==> src/rtl/commit_unit_pkg.sv <==
// Shared types and defaults for the commit stage: address/word types and the
// store-buffer entry pushed by commit_unit into store_queue.
package commit_unit_pkg;

  localparam int unsigned default_threads = 8;
  localparam int unsigned default_regs    = 32;
  localparam int unsigned store_depth     = 4;

  typedef logic [$clog2(default_threads)-1:0] threadid_t;
  typedef logic [$clog2(default_regs)-1:0]    regid_t;
  typedef logic [31:0]                        vptr_t;
  typedef logic [31:0]                        word_t;
  typedef logic [19:0]                        pptr_t;

  typedef struct packed {
    pptr_t addr;
    word_t data;
    logic  isbyte;
  } store_entry_t;

  function automatic logic is_taken(input logic jump, input logic branch, input logic isequal);
    return jump & (~branch | isequal);
  endfunction

endpackage

==> src/rtl/commit_unit_store_queue.sv <==
// Store buffer between commit and the d-cache: a DEPTH-entry FIFO of
// store_entry_t with registered valid/full flags.
module store_queue
  import commit_unit_pkg::*;
#(
  parameter int unsigned DEPTH = store_depth
) (
  input  logic         clk,
  input  logic         rst,
  input  logic         push,
  input  store_entry_t entry,
  output logic         full,
  output logic         valid,
  input  logic         ready,
  output store_entry_t head
);

  localparam int unsigned PW = $clog2(DEPTH);
  localparam int unsigned CW = PW + 1;

  // Handshake: head transfers on a cycle where valid & ready are both high;
  // while valid & ~ready the head and valid hold unchanged. Full is the
  // registered count, so a same-cycle pop never admits a push.
  store_entry_t      mem_q [DEPTH];
  store_entry_t      mem_d [DEPTH];
  logic [PW-1:0]     wr_ptr_q, wr_ptr_d;
  logic [PW-1:0]     rd_ptr_q, rd_ptr_d;
  logic [CW-1:0]     count_q, count_d;
  logic              full_q, full_d;
  logic              valid_q, valid_d;
  logic              do_push, do_pop;

  always_comb begin
    do_push  = push & ~full_q;
    do_pop   = valid_q & ready;
    mem_d    = mem_q;
    wr_ptr_d = wr_ptr_q;
    rd_ptr_d = rd_ptr_q;
    count_d  = count_q;
    if (do_push) begin
      mem_d[wr_ptr_q] = entry;
      wr_ptr_d        = wr_ptr_q + PW'(1);
    end
    if (do_pop) begin
      rd_ptr_d = rd_ptr_q + PW'(1);
    end
    unique case ({do_push, do_pop})
      2'b10:   count_d = count_q + CW'(1);
      2'b01:   count_d = count_q - CW'(1);
      default: count_d = count_q;
    endcase
    valid_d = (count_d != '0);
    full_d  = (count_d == CW'(DEPTH));
  end

  always_ff @(posedge clk) begin
    if (!rst) begin
      wr_ptr_q <= '0;
      rd_ptr_q <= '0;
      count_q  <= '0;
      full_q   <= 1'b0;
      valid_q  <= 1'b0;
    end else begin
      wr_ptr_q <= wr_ptr_d;
      rd_ptr_q <= rd_ptr_d;
      count_q  <= count_d;
      full_q   <= full_d;
      valid_q  <= valid_d;
    end
  end

  // Payload storage carries no reset; valid_q gates what is visible.
  always_ff @(posedge clk) begin
    mem_q <= mem_d;
  end

  assign full  = full_q;
  assign valid = valid_q;
  assign head  = mem_q[rd_ptr_q];

endmodule

==> src/rtl/commit_unit.sv <==
// Per-thread in-order commit: classifies each writeback as stale/commit/retry,
// drives RF writes, fetch redirects and the store buffer. Define COMMIT_STATS_EN
// to add commit/retry counters.
module commit_unit
  import commit_unit_pkg::*;
#(
  parameter int unsigned N_THREADS   = default_threads,
  parameter int unsigned N_REGS      = default_regs,
  parameter int unsigned STORE_DEPTH = store_depth,
  parameter logic [31:0] RESET_PC    = 32'h0000_1000,
  localparam int unsigned TW = $clog2(N_THREADS),
  localparam int unsigned RW = $clog2(N_REGS)
) (
  input  logic          clk,
  input  logic          rst,
  input  logic          wb_valid,
  input  logic [TW-1:0] wb_thread,
  input  logic          wb_isvalid,
  input  logic [31:0]   wb_pc,
  input  logic [RW-1:0] wb_dst,
  input  logic [31:0]   wb_data,
  input  logic [31:0]   wb_mul,
  input  logic [31:0]   wb_r2,
  input  logic          wb_isequal,
  input  logic          wb_flag_reg,
  input  logic          wb_flag_mul,
  input  logic          wb_flag_jump,
  input  logic          wb_flag_branch,
  input  logic          wb_flag_store,
  input  logic          wb_flag_isbyte,
  output logic          rf_we,
  output logic [TW-1:0] rf_thread,
  output logic [RW-1:0] rf_dst,
  output logic [31:0]   rf_wdata,
  output logic          redirect_en,
  output logic [TW-1:0] redirect_thread,
  output logic [31:0]   redirect_pc,
  output logic          st_valid,
  input  logic          st_ready,
  output logic [19:0]   st_addr,
  output logic [31:0]   st_data,
  output logic          st_isbyte,
  output logic          st_full,
  output logic [31:0]   stat_commit,
  output logic [31:0]   stat_retry
);

  vptr_t         exp_pc_q [N_THREADS];
  vptr_t         exp_pc_d [N_THREADS];
  logic          rf_we_q, rf_we_d;
  logic [TW-1:0] rf_thread_q, rf_thread_d;
  logic [RW-1:0] rf_dst_q, rf_dst_d;
  word_t         rf_wdata_q, rf_wdata_d;
  logic          redirect_en_q, redirect_en_d;
  logic [TW-1:0] redirect_thread_q, redirect_thread_d;
  vptr_t         redirect_pc_q, redirect_pc_d;

  vptr_t         cur_pc;
  logic          is_match, is_commit, is_retry, taken;
  logic          sq_push, sq_full, sq_valid;
  store_entry_t  sq_entry, sq_head;

  always_comb begin
    cur_pc    = exp_pc_q[wb_thread];
    taken     = is_taken(wb_flag_jump, wb_flag_branch, wb_isequal);
    is_match  = wb_valid & (wb_pc == cur_pc);
    // A store that finds the buffer full is not lost: it retries via redirect.
    is_commit = is_match & wb_isvalid & ~(wb_flag_store & sq_full);
    is_retry  = is_match & ~is_commit;

    exp_pc_d = exp_pc_q;
    if (is_commit) begin
      exp_pc_d[wb_thread] = taken ? wb_data : cur_pc + 32'd4;
    end

    rf_we_d     = is_commit & wb_flag_reg;
    rf_thread_d = rf_thread_q;
    rf_dst_d    = rf_dst_q;
    rf_wdata_d  = rf_wdata_q;
    if (rf_we_d) begin
      rf_thread_d = wb_thread;
      rf_dst_d    = wb_dst;
      rf_wdata_d  = wb_flag_mul ? wb_mul : wb_data;
    end

    redirect_en_d     = is_retry | (is_commit & taken);
    redirect_thread_d = redirect_thread_q;
    redirect_pc_d     = redirect_pc_q;
    if (redirect_en_d) begin
      redirect_thread_d = wb_thread;
      redirect_pc_d     = is_retry ? cur_pc : wb_data;
    end

    sq_push         = is_commit & wb_flag_store;
    sq_entry.addr   = wb_data[19:0];
    sq_entry.data   = wb_r2;
    sq_entry.isbyte = wb_flag_isbyte;
  end

  always_ff @(posedge clk) begin
    if (!rst) begin
      for (int i = 0; i < int'(N_THREADS); i++) begin
        exp_pc_q[i] <= RESET_PC;
      end
      rf_we_q           <= 1'b0;
      rf_thread_q       <= '0;
      rf_dst_q          <= '0;
      rf_wdata_q        <= '0;
      redirect_en_q     <= 1'b0;
      redirect_thread_q <= '0;
      redirect_pc_q     <= '0;
    end else begin
      exp_pc_q          <= exp_pc_d;
      rf_we_q           <= rf_we_d;
      rf_thread_q       <= rf_thread_d;
      rf_dst_q          <= rf_dst_d;
      rf_wdata_q        <= rf_wdata_d;
      redirect_en_q     <= redirect_en_d;
      redirect_thread_q <= redirect_thread_d;
      redirect_pc_q     <= redirect_pc_d;
    end
  end

  store_queue #(.DEPTH(STORE_DEPTH)) u_store_queue (
    .clk   (clk),
    .rst   (rst),
    .push  (sq_push),
    .entry (sq_entry),
    .full  (sq_full),
    .valid (sq_valid),
    .ready (st_ready),
    .head  (sq_head)
  );

`ifdef COMMIT_STATS_EN
  logic [31:0] stat_commit_q, stat_commit_d;
  logic [31:0] stat_retry_q, stat_retry_d;

  always_comb begin
    stat_commit_d = stat_commit_q + {31'd0, is_commit};
    stat_retry_d  = stat_retry_q + {31'd0, is_retry};
  end

  always_ff @(posedge clk) begin
    if (!rst) begin
      stat_commit_q <= '0;
      stat_retry_q  <= '0;
    end else begin
      stat_commit_q <= stat_commit_d;
      stat_retry_q  <= stat_retry_d;
    end
  end

  assign stat_commit = stat_commit_q;
  assign stat_retry  = stat_retry_q;
`else
  assign stat_commit = '0;
  assign stat_retry  = '0;
`endif

  assign rf_we           = rf_we_q;
  assign rf_thread       = rf_thread_q;
  assign rf_dst          = rf_dst_q;
  assign rf_wdata        = rf_wdata_q;
  assign redirect_en     = redirect_en_q;
  assign redirect_thread = redirect_thread_q;
  assign redirect_pc     = redirect_pc_q;
  assign st_valid        = sq_valid;
  assign st_addr         = sq_head.addr;
  assign st_data         = sq_head.data;
  assign st_isbyte       = sq_head.isbyte;
  assign st_full         = sq_full;

endmodule

==> config.mk <==
export PLATFORM = sky130hd
export DESIGN_NAME = commit_unit
export DESIGN_NICKNAME = d
export VERILOG_FILES = /design/src/rtl/commit_unit_pkg.sv /design/src/rtl/commit_unit_store_queue.sv /design/src/rtl/commit_unit.sv
export SDC_FILE = /design/constraint.sdc
export NUM_CORES = 1
export LEC_CHECK = 0
export CAP_MARGIN = 5
export CELL_PAD_IN_SITES_DETAIL_PLACEMENT = 1
export CELL_PAD_IN_SITES_GLOBAL_PLACEMENT = 1
export CORE_MARGIN = 3
export CORE_UTILIZATION = 36
export DETAILED_ROUTE_END_ITERATION = 8
export HOLD_SLACK_MARGIN = 0.15
export PLACE_DENSITY = 0.68
export REMOVE_ABC_BUFFERS = 1
export SLEW_MARGIN = 5
export SYNTH_ARGS = -nofsm -noshare
export SYNTH_HDL_FRONTEND = slang
export SYNTH_SLANG_ARGS = --single-unit
export TNS_END_PERCENT = 50
==> constraint.sdc <==
create_clock -name clk -period 8.1 [get_ports clk]
set_clock_uncertainty 0.2 [all_clocks]
set_input_delay 1.62 -clock clk [delete_from_list [all_inputs] [get_ports clk]]
set_output_delay 1.62 -clock clk [all_outputs]
set_load 0.05 [all_outputs]
==> flow_metrics.py, run 1 <==
metrics = {
    "worst_setup_path": {
        "crit_type": "input port to flip-flop",
        "required_ns": 8.42,
        "crit_fanout": 44,
        "crit_arrival_ns": 6.74,
        "path_common_cell": "nor2_1",
        "rrSetupSlack_ns": 3.49,
        "max_stage_delay_ns": 0.75,
        "crit_path_end_kind": "flip-flop",
        "startpoint_type": "input port",
        "path_cells": "buf_4, buf_4, nor2b_1, a221o_1, o2bb2ai_1, xor2_1, nor4_4, nand3_4, nor2_1, inv_1, ha_1, fa_1, xnor2_1, nor2_1, xnor2_1, nor2_1, a21o_1",
        "cpMaxStageDelayCell": "nor2b_1",
    },
    "power": {
        "pwr_density_cell_mw_per_mm2": 199,
        "total_power_mw": 6.17,
        "power_leakage_nw": 9.80,
        "ir_drop_mv": 0.162,
    },
    "routing": {
        "routedWlPerCell_um": 27.5,
        "via_per_inst": 5.92,
        "detail-route-antenna-nets": 0,
        "drt_pass1_iterations": 5,
        "drcViolationCount": 0,
        "vias": 20734,
        "wirelength_um": 96100,
        "dr.first_iter.drc_count": 2051,
    },
    "yosys": {
        "synthDistinctLibCells": 78,
        "netlist_area_mm2": 0.0258,
        "async_flop_share_pct": 0,
        "synth-seq-cells": 554,
        "syn_area_per_cell_um2": 11.1,
        "synth_edf_count": 212,
        "yosysWarnings": 0,
        "synth_cells": 2326,
        "seq_area_frac_synth_pct": 51.2,
        "synth_ff_type": "dfxtp_1",
    },
    "grt": {
        "grtUsageTotal_pct": 24.9,
        "grt_pass1_vias": 21348,
        "grt_start_max_net_pins": 133,
        "grt_pass1_wl_um": 142000,
        "antenna_found_initial": 1,
        "grt_overflow_total": 0,
    },
    "final_layout": {
        "final_nets": 2665,
        "n_antenna_cell": 0,
        "stdcell_area_mm2": 0.0309,
        "layout-drive-gt1-share_pct": 13.5,
        "final_util_pct": 43.9,
        "final_cell_mix": "dfxtp_1, a21oi_1, clkdlybuf4s50_1, edfxtp_1, nand3_1",
        "syn2layout_area_growth_pct": 19.9,
        "layout.cells.non_filler": 3500,
        "layout_commonest_cell": "dfxtp_1",
    },
    "timing": {
        "tns_ns": 0,
        "fin_crit_sh_pct": 79.2,
        "finalCriticalPeriod_ns": 6.42,
        "drv_slew": 0,
        "setup_violations": 0,
        "fmax_mhz": 156,
        "worst_pin_slew_ns": 1.25,
        "rsz0062_at_grt": "false",
        "hold_violations": 0,
        "hold_ws_ns": 0.261,
        "setup_slack_ns": 1.68,
        "slew_headroom_pct": 16.8,
    },
    "place": {
        "hpwl_um": 63500,
        "place_congestion": 0.883,
        "dp_worst_setup_slack_ns": 1.12,
        "placed_cells": 3389,
        "io_buffers": 279,
        "placed_area_mm2": 0.0289,
    },
    "clocking": {
        "cts_setup_buffers": 0,
        "cts_hold_buf": 0,
        "clockBufferDepth": 3,
        "clock_latency_ns": 0.63,
        "htree_num_levels": 2,
        "cts.sinks": 554,
        "cts_resized": 0,
        "clockRootBuffer": "clkbuf_16",
        "tritoncts": "done",
        "cts_made_buffers": 59,
        "clkTransAtPathRegs_ns": 0.06,
    },
    "flow_run": {
        "drv_cap": 0,
    },
    "floorplanning": {
        "dieWidth_um": 274,
        "die_h_um": 274,
        "start_util_pct": 36.6,
        "die_area_mm2": 0.0750,
        "num_rows": 97,
        "io_pins": 344,
        "design.core.area_mm2": 0.0705,
    },
    "hold_path": {
        "hold_class": "flip-flop to flip-flop",
    },
    "outcome": {
        "status": "completed",
    },
}
synth_stat cells (all sizes together), types with 26 or more instances:
master / number / area [µm²]
mux2: 33 / 372
o2bb2ai: 33 / 289
mux2i: 88 / 975
buf: 179 / 1270
dfxtp: 342 / 6850
edfxtp: 212 / 6370
nor2: 28 / 128
nand3: 184 / 921
nor3: 62 / 325
nor4: 28 / 308
nand2: 96 / 360
a21oi: 299 / 1510
xor2: 26 / 228
clkbuf: 99 / 372
o21ai: 187 / 936
mux4: 86 / 1940
a211oi: 137 / 1070
power by group:
group,total [mW],internal [mW],switching (mW),leakage [nW]
registers,2.89,2.89,0.0000000000966,4.66
clock network,2.84,1.66,1.18,0.988
logic,0.449,0.131,0.318,4.15
state kept, by name, summed over array words and instances, names as in the netlist:
signal	count
redirect_pc	32
redirect_en	1
rf_dst	5
exp_pc_q	256
u_store_queue.full	1
rf_we	1
u_store_queue.mem_q	212
redirect_thread	3
u_store_queue.wr_ptr_q	2
u_store_queue.valid	1
rf_thread	3
u_store_queue.count_q	3
u_store_queue.rd_ptr_q	2
rf_wdata	32
layout make-up:
class | instances | area (µm²)
Multi-Input combinational cell | 1540 | 11200
Fill cell | 7537 | 39600
Timing Repair Buffer | 338 | 3270
Clock buffer | 81 | 1660
Sequential cell | 554 | 13200
Clock inverter | 30 | 362
Inverter | 17 | 71.3
Tap cell | 940 | 1180
critical path: cells and delay by family:
kind | cells | cell delay, ns
buffers and inverters | 3 | 1.04
and+or+nand+nor | 6 | 1.84
xor gates and xnor gates | 3 | 0.70
AOI/OAI and AO/OA | 3 | 0.83
adders and majority gates | 2 | 0.61
path summary, 6_finish.rpt:
check                                  start                         endpoint  depth (start not counted)
min          redirect_thread[2]$_SDFFE_PN0P_  redirect_thread[2]$_SDFFE_PN0P_                          2
max reg2reg         exp_pc_q[0]$_SDFFE_PN0P_         exp_pc_q[1]$_SDFFE_PN0P_                          9
min reg2reg  redirect_thread[2]$_SDFFE_PN0P_  redirect_thread[2]$_SDFFE_PN0P_                          2
max                             wb_thread[0]   u_store_queue.valid$_SDFF_PN0_                         17
metal layers:
metal / GRT usage (%) / up-vias / part of all wire (%)
met5: 0 / - / 0.012
met4: 7.63 / 2 / 3.0
met3: 4.42 / 187 / 6.7
met2: 40.5 / 782 / 47
met1: 33.8 / 10668 / 43
li1: - / 9095 / -
logic make-up after synthesis:
| logic type | share of synthesized area (%) |
|---|---|
| compound gates | 17.1 |
| buf+inv | 6.60 |
| other cells | 0.0145 |
| mux | 12.7 |
| flops | 51.2 |
| xor+xnor | 1.46 |
| fa+ha+maj | 0.368 |
| simple gates | 10.6 |
(Power assumes the default switching activity.)
==> inputs of run 2 (changes only) <==
Settings changed: PLACE_DENSITY 0.68 to 0.7.
Clock period 8.1 ns to 5.63 ns, I/O delays scaled along.
==> run 2 against run 1 <==
Against the previous run:
- hold slack worse by 0.0041 ns
- die area stayed put
- non-clock buffer count is 120 higher
- highest routed layer is now met4
==> flow_metrics.py, run 2 (synthesis gave the netlist of run 1 again) <==
metrics = {
    "outcome": {
        "status": "completed",
    },
    "timing": {
        "fin_crit_sh_pct": 91.3,
        "setup_slack_ns": 0.489,
        "hold_violations": 0,
        "rsz0062_at_grt": "false",
        "tns_ns": 0,
        "finalCriticalPeriod_ns": 5.14,
        "slew_headroom_pct": 29.7,
        "worst_pin_slew_ns": 1.05,
        "fmax_mhz": 195,
        "drv_slew": 0,
        "setup_violations": 0,
        "hold_ws_ns": 0.257,
    },
    "place": {
        "placed_area_mm2": 0.0300,
        "dp_worst_setup_slack_ns": -0.0919,
        "placed_cells": 3509,
        "hpwl_um": 68200,
        "place_congestion": 0.986,
        "io_buffers": 279,
    },
    "worst_setup_path": {
        "crit_type": "input port to flip-flop",
        "required_ns": 5.96,
        "startpoint_type": "input port",
        "crit_arrival_ns": 5.47,
        "reg2reg_from": "exp_pc_q[31]$_SDFFE_PN0P_",
        "regToRegEndpoint": "u_store_queue.valid$_SDFF_PN0_",
        "rrSetupSlack_ns": 1.48,
        "crit_fanout": 30,
        "crit_path_end_kind": "flip-flop",
        "r2r_cells": 15,
    },
    "final_layout": {
        "multi_input_area_mm2": 0.0112,
        "stdcell_area_mm2": 0.0320,
        "final_nets": 2785,
        "layout_commonest_cell": "dfxtp_1",
        "biggestRegsByFlops": "exp_pc_q (256), u_store_queue.mem_q (212)",
        "nFillCells": 7547,
        "syn2layout_area_growth_pct": 23.9,
        "ff_latch_area_mm2": 0.0132,
        "largest_register_ffs": 256,
        "final_cell_mix": "dfxtp_1, a21oi_1, clkdlybuf4s50_1, edfxtp_1, nand3_1",
        "layout.cells.non_filler": 3618,
        "largest-register": "exp_pc_q",
        "final_util_pct": 45.4,
        "layout-drive-gt1-share_pct": 16.8,
    },
    "routing": {
        "detail-route-antenna-nets": 0,
        "wirelength_um": 99000,
        "routedWlPerCell_um": 27.4,
        "via_per_inst": 5.89,
        "drcViolationCount": 0,
        "vias": 21298,
        "drt_pass1_iterations": 5,
        "dr.first_iter.drc_count": 2076,
    },
    "clocking": {
        "clockRootBuffer": "clkbuf_16",
        "cts_resized": 0,
        "clockBufferDepth": 3,
        "clkTransAtPathRegs_ns": 0.06,
        "cts.sinks": 554,
        "tritoncts": "done",
        "clock_latency_ns": 0.65,
        "htree_num_levels": 2,
        "cts_setup_buffers": 0,
        "cts_made_buffers": 59,
        "cts_hold_buf": 0,
    },
    "floorplanning": {
        "dieWidth_um": 274,
        "design.core.area_mm2": 0.0705,
        "io_pins": 344,
        "num_rows": 97,
        "start_util_pct": 36.6,
        "die_area_mm2": 0.0750,
        "die_h_um": 274,
    },
    "grt": {
        "grtUsageTotal_pct": 25.6,
        "grt_start_max_net_pins": 119,
        "grt_pass1_vias": 22049,
        "antenna_found_initial": 1,
        "grt_overflow_total": 0,
        "grt_pass1_wl_um": 145000,
    },
    "hold_path": {
        "holdCritStartpoint": "exp_pc_q[154]$_SDFFE_PN0P_",
        "hold_class": "flip-flop to flip-flop",
        "hold_end": "exp_pc_q[154]$_SDFFE_PN0P_",
        "worstHoldPathCells": 2,
    },
    "power": {
        "power_leakage_nw": 10.4,
        "pwr_density_cell_mw_per_mm2": 277,
        "ir_drop_mv": 0.235,
        "total_power_mw": 8.86,
    },
    "flow_run": {
        "drv_cap": 0,
    },
}
## run 2: changes by cell type in the layout (fill, tap and decap cells not counted), sizes merged
cell / change
clkinvlp: -3
diode: +1
inv: -1
clkinv: -4
clkbuf: +5
buf: +120
## run 2: worst max-delay path by stage
stage	from	endpoint	slack (ns)
after global routing	wb_thread[2]	u_store_queue.valid$_SDFF_PN0_	0.32
final	wb_thread[2]	u_store_queue.valid$_SDFF_PN0_	0.49
after global placement	wb_thread[2]	u_store_queue.valid$_SDFF_PN0_	-0.02
after CTS	wb_thread[2]	u_store_queue.valid$_SDFF_PN0_	0.57
after floorplan	wb_thread[2]	redirect_pc[30]$_SDFFE_PN0P_	-3.12
after detailed placement	wb_thread[2]	u_store_queue.valid$_SDFF_PN0_	-0.09
## run 2: final cells by class
cell class,count,share of cell area (%)
Sequential cell,554,41.3
Inverter,17,0.223
Timing Repair Buffer,458,13.7
Multi-Input combinational cell,1540,34.9
Tap cell,940,3.68
Clock inverter,22,1.04
Clock buffer,86,5.09
Antenna cell,1,0.00782
## run 2: metal layers
layer | GRT usage, % | part of all wire, % | vias to the layer above
met5 | 0 | 0 | -
met4 | 8.30 | 3.1 | 0
met3 | 4.95 | 7.6 | 167
met2 | 41.7 | 47 | 808
met1 | 34.3 | 42 | 10985
li1 | - | - | 9338
## run 2: report_power, final
part / total [mW] / leakage (nW) / internal [mW] / switching (mW)
clock network: 4.00 / 0.944 / 2.33 / 1.67
logic: 0.708 / 4.77 / 0.232 / 0.476
registers: 4.15 / 4.66 / 4.15 / 0.000000000149
total: 8.86 / 10.4 / 6.71 / 2.15
## run 2: worst max-delay path, cell delays in order
cell,delay (ns)
clkdlybuf4s50_1,0.59
buf_12,0.23
nor2b_1,0.54
a22o_1,0.31
or3_1,0.21
nand4_1,0.12
nor4_1,0.39
buf_4,0.20
nand3_4,0.09
nor2_1,0.27
inv_1,0.08
ha_1,0.22
fa_1,0.39
xnor2_1,0.16
nor2_1,0.07
xnor2_1,0.19
nor2_1,0.09
a21o_1,0.19
==> variant 1, RTL diff (config.mk and constraints of run 2) <==
`store_depth`: 4 -> 8.
--- a/src/rtl/commit_unit_pkg.sv
+++ b/src/rtl/commit_unit_pkg.sv
@@ -5,5 +5,5 @@
   localparam int unsigned default_threads = 8;
   localparam int unsigned default_regs    = 32;
-  localparam int unsigned store_depth     = 4;
+  localparam int unsigned store_depth     = 8;
 
   typedef logic [$clog2(default_threads)-1:0] threadid_t;
Check against the original RTL: same outputs for any inputs over 4 cycles, from zero or initial values and one cycle with rst low; that may be too few to reach the edited logic, so the function may still have changed.
==> variant 1 against run 2 <==
Critical path depth unchanged; via count increased by 11%; sequential cell count is 215 higher; wire length up 19%; largest cell class unchanged; register-to-register slack got worse by 0.09 ns; sequential power is 42% higher; design area rose by 31%; count of clock-buffer cells in the layout grew 21; synthesized area grew 30%; worst setup slack worse by 0.019 ns; largest power group unchanged; power grew 40%.
==> variant 1: results (changes against run 2) <==
metric;value;unit;change
Synth top cells by count;edfxtp_1 (424), dfxtp_1 (345), nand2_1 (333);;was dfxtp_1 (342), a21oi_1 (298), edfxtp_1 (212)
worst min-delay path class;reg -> reg;;unchanged
Worst path max stage delay;0.57;ns;was 0.59 ns
WL per Instance;27.8;µm;was 27.4 µm
leading post-synthesis cells by cell area;edfxtp_1 (38%), dfxtp_1 (21%), mux2i_1 (9.8%);;was dfxtp_1 (27%), edfxtp_1 (25%), mux4_2 (7.5%)
Post-synth EDFFs;424;;was 212
Cell variety after synth;81;;was 78
dpl ws;-0.162;ns;was -0.0919 ns
CP Max Fanout;17;;was 30
post-CTS sizing;0;;unchanged
Reg2Reg Depth;16;;was 15
relative slew slack;0.313;;was 0.297
vias in the first global route;25200;;was 22,000
R2R setup slack;1.39;ns;was 1.48 ns
Async S/R FF share, synth;0;;unchanged
CTS buffer count;83;;was 59
critical path data arrival time;5.53;ns;was 5.47 ns
DPL Wire Length;84.0;mm;was 68.2 mm
status;completed;;unchanged
placed cell count;4093;;was 3,509
CP delay by family, top;simple AND/OR/NAND/NOR gates;;unchanged
1st-iter DRT viols;2117;;was 2,076
P_leak;15.3;nW;was 10.4 nW
IO Port Bufs;279;;unchanged
Largest regs;u_store_queue.mem_q (424), exp_pc_q (256);;was exp_pc_q (256), u_store_queue.mem_q (212)
WHS Path Cells;2;;unchanged
r2r startpoint;exp_pc_q[147];;was exp_pc_q[31]
first-pass GRT wire length;173;mm;was 145 mm
clk buf depth;3;;unchanged
setup bufs post-CTS;0;;unchanged
initial antenna violation count;6;;was 1
Min-Delay Startpoint;exp_pc_q[25];;was exp_pc_q[154]
RR Endpoint;u_store_queue.full;;was u_store_queue.valid
Endpoint, Worst Hold;exp_pc_q[25];;was exp_pc_q[154]
Final nets;3089;;was 2,785
CTS HTree Levels;3;;was 2
largest net degree at the start of global routing;185;;was 119
Seq/Total Area, Yosys;0.584;;was 0.512
Slowest cell on crit path;or4_1;;was clkdlybuf4s50_1
Total GRT Usage;0.238;;was 0.256
layout cell share with drive strength beyond 1;0.202;;was 0.168
Reg clk slew, reported paths;0.06;ns;about the same
Mapped Avg Cell Area;13.2;µm²;was 11.1 µm²
clk root buf;clkbuf_16;;unchanged
worst-skew pair later-pin latency;0.67;ns;was 0.65 ns
via count;23600;;was 21,300
Worst VDD drop;0.000218;V;was 0.000235 V
GP Congestion;0.966;;was 0.986
via/cell ratio;5.55;;was 5.89
Pre-antenna DRT Iters;5;;unchanged
YS warnings;0;;unchanged
final worst setup slack;0.471;ns;was 0.489 ns
-- variant 1: cell count changes in the layout (fill, tap and decap cells not counted), sizes merged, moves of 22 or more --
cell,before,now
nand3,184,38
a21oi,299,70
mux2i,88,332
nor2,28,74
a211oi,137,38
buf,183,210
nand2,96,333
mux4,86,119
o21ai,187,31
clkbuf,86,108
nor3,62,36
mux2,33,93
edfxtp,212,424
-- variant 1: metal layers --
metal,wire [µm],vias up,GRT usage
met4,4280,0,0.0827
met5,0,-,0
met3,7810,207,0.0390
met1,50700,12200,0.324
met2,55200,895,0.387
li1,-,10300,-
-- variant 1: worst max path at each step --
stage	startpoint	endpoint	depth (start not counted)
after floorplan	wb_thread[0]	u_store_queue.mem_q[100]	8
after global placement	wb_thread[2]	u_store_queue.valid	19
after detailed placement	wb_thread[2]	u_store_queue.valid	19
after CTS	wb_thread[2]	u_store_queue.valid	19
after global routing	wb_thread[2]	u_store_queue.full	18
final	wb_thread[2]	u_store_queue.full	18
-- variant 1: layout make-up --
class / count / area [µm²]
antenna: 3 / 7.51
fill: 9466 / 50300
inverter: 17 / 63.8
tap: 1243 / 1560
clock buffer: 107 / 2240
sequential: 769 / 19600
timing repair buffer: 486 / 4860
multi-input combinational: 1578 / 12900
clock inverter: 46 / 638
-- variant 1: kinds of logic (layout without fill, tap and decap cells) --
kind of cell    count (synthesis)  in the layout  share of synthesized area
xor+xnor                       33             33                    0.00859
fa+ha+maj                       6              6                    0.00223
compound gates                313            313                     0.0663
buf+inv                       262            656                     0.0419
mux                           544            544                      0.210
simple gates                  618            618                     0.0871
flops                         769            769                      0.584
other cells                     1             67                   0.000111
-- variant 1: through the flow --
stage	utilization	hold slack (ns)	power, mW	area [µm²]
6_report	0.455	0.256	12.4	42000
5_1_grt	0.455	0.276	12.8	41900
4_1_cts	0.455	0.261	12.5	41900
3_5_place_dp	0.424	0.248	6.80	39100
3_3_place_gp	0.424	0.239	6.78	39100
2_1_floorplan	-	0.231	6.32	32500
-- variant 1: worst reg2reg max path: cells and delay by family, from the launching register on --
family	cells	cell delay [ns]
flops	1	0.31
buf+inv	1	0.24
xor+xnor	2	0.45
simple gates	7	1.30
fa+ha+maj	1	0.23
compound gates	4	1.16
mux	1	0.31
-- variant 1: report_power, final --
group	switching [mW]	internal, mW	leakage [nW]
clock	2.39	3.32	1.38
combinational	0.533	0.250	7.37
sequential	0.000000000246	5.91	6.59
==> variant 2, RTL diff (flow settings as in run 2) <==
Without the edit above. Remove the register `redirect_en_q`: a continuous assignment takes its place, so the output `redirect_en` follows one clock earlier.
--- a/src/rtl/commit_unit.sv
+++ b/src/rtl/commit_unit.sv
@@ -107,5 +107,4 @@
       rf_dst_q          <= '0;
       rf_wdata_q        <= '0;
-      redirect_en_q     <= 1'b0;
       redirect_thread_q <= '0;
       redirect_pc_q     <= '0;
@@ -116,9 +115,10 @@
       rf_dst_q          <= rf_dst_d;
       rf_wdata_q        <= rf_wdata_d;
-      redirect_en_q     <= redirect_en_d;
       redirect_thread_q <= redirect_thread_d;
       redirect_pc_q     <= redirect_pc_d;
     end
   end
+
+  assign redirect_en_q = redirect_en_d;
 
   store_queue #(.DEPTH(STORE_DEPTH)) u_store_queue (
Function: changed (Yosys sat finds a counterexample within 4 cycles, from zero or initial values and one cycle with rst low).
==> variant 2 against run 2 <==
Synthesized area down 6.9%; worst setup slack worse by 0.39 ns; design area down 5.8%; sequential cell count down 1; utilization up 0.30 points; wire length down 16%; via count down 16%; power down 1.6%; die area down 6.8%; largest cell class unchanged; highest routed layer is now met5.
==> variant 2: results (changes against run 2) <==
metric;value;unit;change
Non-Filler Instances;3221;;was 3,618
Post-synth EDFFs;212;;unchanged
clk root buf;clkbuf_16;;unchanged
Critical Path Sink;redirect_en;;was u_store_queue.valid
Yosys top cell area share;0.284;;was 0.265
Reg clk slew, reported paths;0.06;ns;about the same
R2R setup slack;1.55;ns;was 1.48 ns
worst-skew pair later-pin latency;0.64;ns;
Largest regs;exp_pc_q (256), u_store_queue.mem_q (212);;unchanged
WHS Path Cells;2;;unchanged
Total GRT Usage;0.234;;was 0.256
Worst Tran Pin Value;1.07;ns;was 1.05 ns
Worst setup startpoint;wb_thread[2];;unchanged
Seq/Total Area, Yosys;0.549;;was 0.512
Pre-antenna DRT Iters;5;;unchanged
Min-Delay Startpoint;exp_pc_q[36];;was exp_pc_q[154]
largest net degree at the start of global routing;102;;was 119
via count;17900;;was 21,300
status;completed;;unchanged
vias in the first global route;18600;;was 22,000
IO Port Bufs;279;;unchanged
leading post-synthesis cells by cell area;dfxtp_1 (28%), edfxtp_1 (26%), mux4_2 (9.1%);;was dfxtp_1 (27%), edfxtp_1 (25%), mux4_2 (7.5%)
P_leak;10.1;nW;was 10.4 nW
CP delay by family, top;buffers and inverters;;was simple AND/OR/NAND/NOR gates
Synth top cells by count;dfxtp_1 (341), edfxtp_1 (212), nor2_1 (172);;was dfxtp_1 (342), a21oi_1 (298), edfxtp_1 (212)
Endpoint, Worst Hold;exp_pc_q[36];;was exp_pc_q[154]
WL per Instance;25.9;µm;was 27.4 µm
placed cell count;3109;;was 3,509
Worst VDD drop;0.000267;V;was 0.000235 V
clk buf depth;3;;unchanged
Mapped Avg Cell Area;12.1;µm²;was 11.1 µm²
YS warnings;0;;unchanged
1st-iter DRT viols;1241;;was 2,076
CP Max Fanout;24;;was 30
first-pass GRT wire length;124;mm;was 145 mm
CTS buffer count;59;;unchanged
Final nets;2460;;was 2,785
layout cell share with drive strength beyond 1;0.170;;was 0.168
initial antenna violation count;8;;was 1
filler cell count;6898;;was 7,547
DPL Wire Length;58.7;mm;was 68.2 mm
GP Congestion;0.993;;was 0.986
critical path data arrival time;4.20;ns;was 5.47 ns
RR Endpoint;u_store_queue.valid;;unchanged
Worst path max stage delay;0.60;ns;
worst min-delay path class;reg -> reg;;unchanged
Slowest cell on crit path;clkdlybuf4s50_1;;unchanged
Async S/R FF share, synth;0;;unchanged
Cell variety after synth;80;;was 78
CTS HTree Levels;2;;unchanged
Reg2Reg Depth;15;;unchanged
r2r startpoint;exp_pc_q[149];;was exp_pc_q[31]
variant 2: cell count changes in the layout (fill, tap and decap cells not counted), sizes merged, moves of 16 or more:
| cell | delta |
|---|---|
| nand2 | -35 |
| nand3 | -31 |
| a21oi | -250 |
| buf | -46 |
| nor2 | +145 |
| xnor2 | +18 |
| nor3 | -34 |
| o221a | +24 |
| o21ai | -16 |
| mux2 | -18 |
| a211oi | -26 |
variant 2: stage by stage:
stage	TNS, ns	instance area [µm²]	setup WS, ns	hold slack, ns	util
finish	0	30100	0.0992	0.262	0.457
global route	0	30100	0.00468	0.279	0.456
CTS	0	30100	0.0297	0.263	0.456
detailed placement	-0.0576	28100	-0.0376	0.250	0.426
global placement	-0.0411	28100	-0.0411	0.243	0.426
floorplan	0	23000	0.335	0.237	-
variant 2: layer usage:
| metal | wire, µm | GRT usage | vias up | share of wire |
|---|---|---|---|---|
| met5 | 23 | 0 | - | 0.00028 |
| li1 | - | - | 8025 | - |
| met4 | 1880 | 0.0586 | 4 | 0.023 |
| met3 | 5550 | 0.0428 | 118 | 0.066 |
| met1 | 36900 | 0.320 | 9109 | 0.44 |
| met2 | 39200 | 0.386 | 608 | 0.47 |
variant 2: power breakdown:
| part | internal, mW | switching [mW] | leakage, nW | total (mW) |
|---|---|---|---|---|
| Clock | 2.33 | 1.66 | 0.970 | 3.99 |
| Combinational | 0.186 | 0.396 | 4.49 | 0.582 |
| Sequential | 4.15 | 0.0000000000665 | 4.65 | 4.15 |
| Total | 6.67 | 2.05 | 10.1 | 8.72 |
variant 2: worst register-to-register path: stages, from the launching register on:
cell	delay (ns)
dfxtp_1	0.32
mux4_2	0.52
mux2i_4	0.18
xor2_1	0.29
nand4_1	0.20
nor4_4	0.35
nand4_2	0.17
nor3_2	0.36
inv_1	0.08
ha_1	0.21
fa_1	0.38
xnor2_1	0.17
nor2_1	0.07
xnor2_1	0.19
nor2_1	0.08
a21o_1	0.18
variant 2: final cells by class:
| class | instances | area share |
|---|---|---|
| antenna | 4 | 0.000332 |
| clock buffer | 86 | 0.0565 |
| clock inverter | 23 | 0.00939 |
| inverter | 10 | 0.00133 |
| multi-input combinational | 1270 | 0.324 |
| sequential | 553 | 0.438 |
| tap | 864 | 0.0359 |
| timing repair buffer | 411 | 0.134 |
variant 2: cell families after synthesis:
family / after synthesis / synth area share
flops: 553 / 0.549
simple gates: 507 / 0.110
compound gates: 435 / 0.121
buf+inv: 232 / 0.0565
mux: 193 / 0.136
xor+xnor: 64 / 0.0239
fa+ha+maj: 7 / 0.00396
other cells: 1 / 0.000156
variant 2: timing repair:
item                       CTS  global route
buffers inserted             0             0
setup endpoints to repair    1             1
resized for setup            2             5
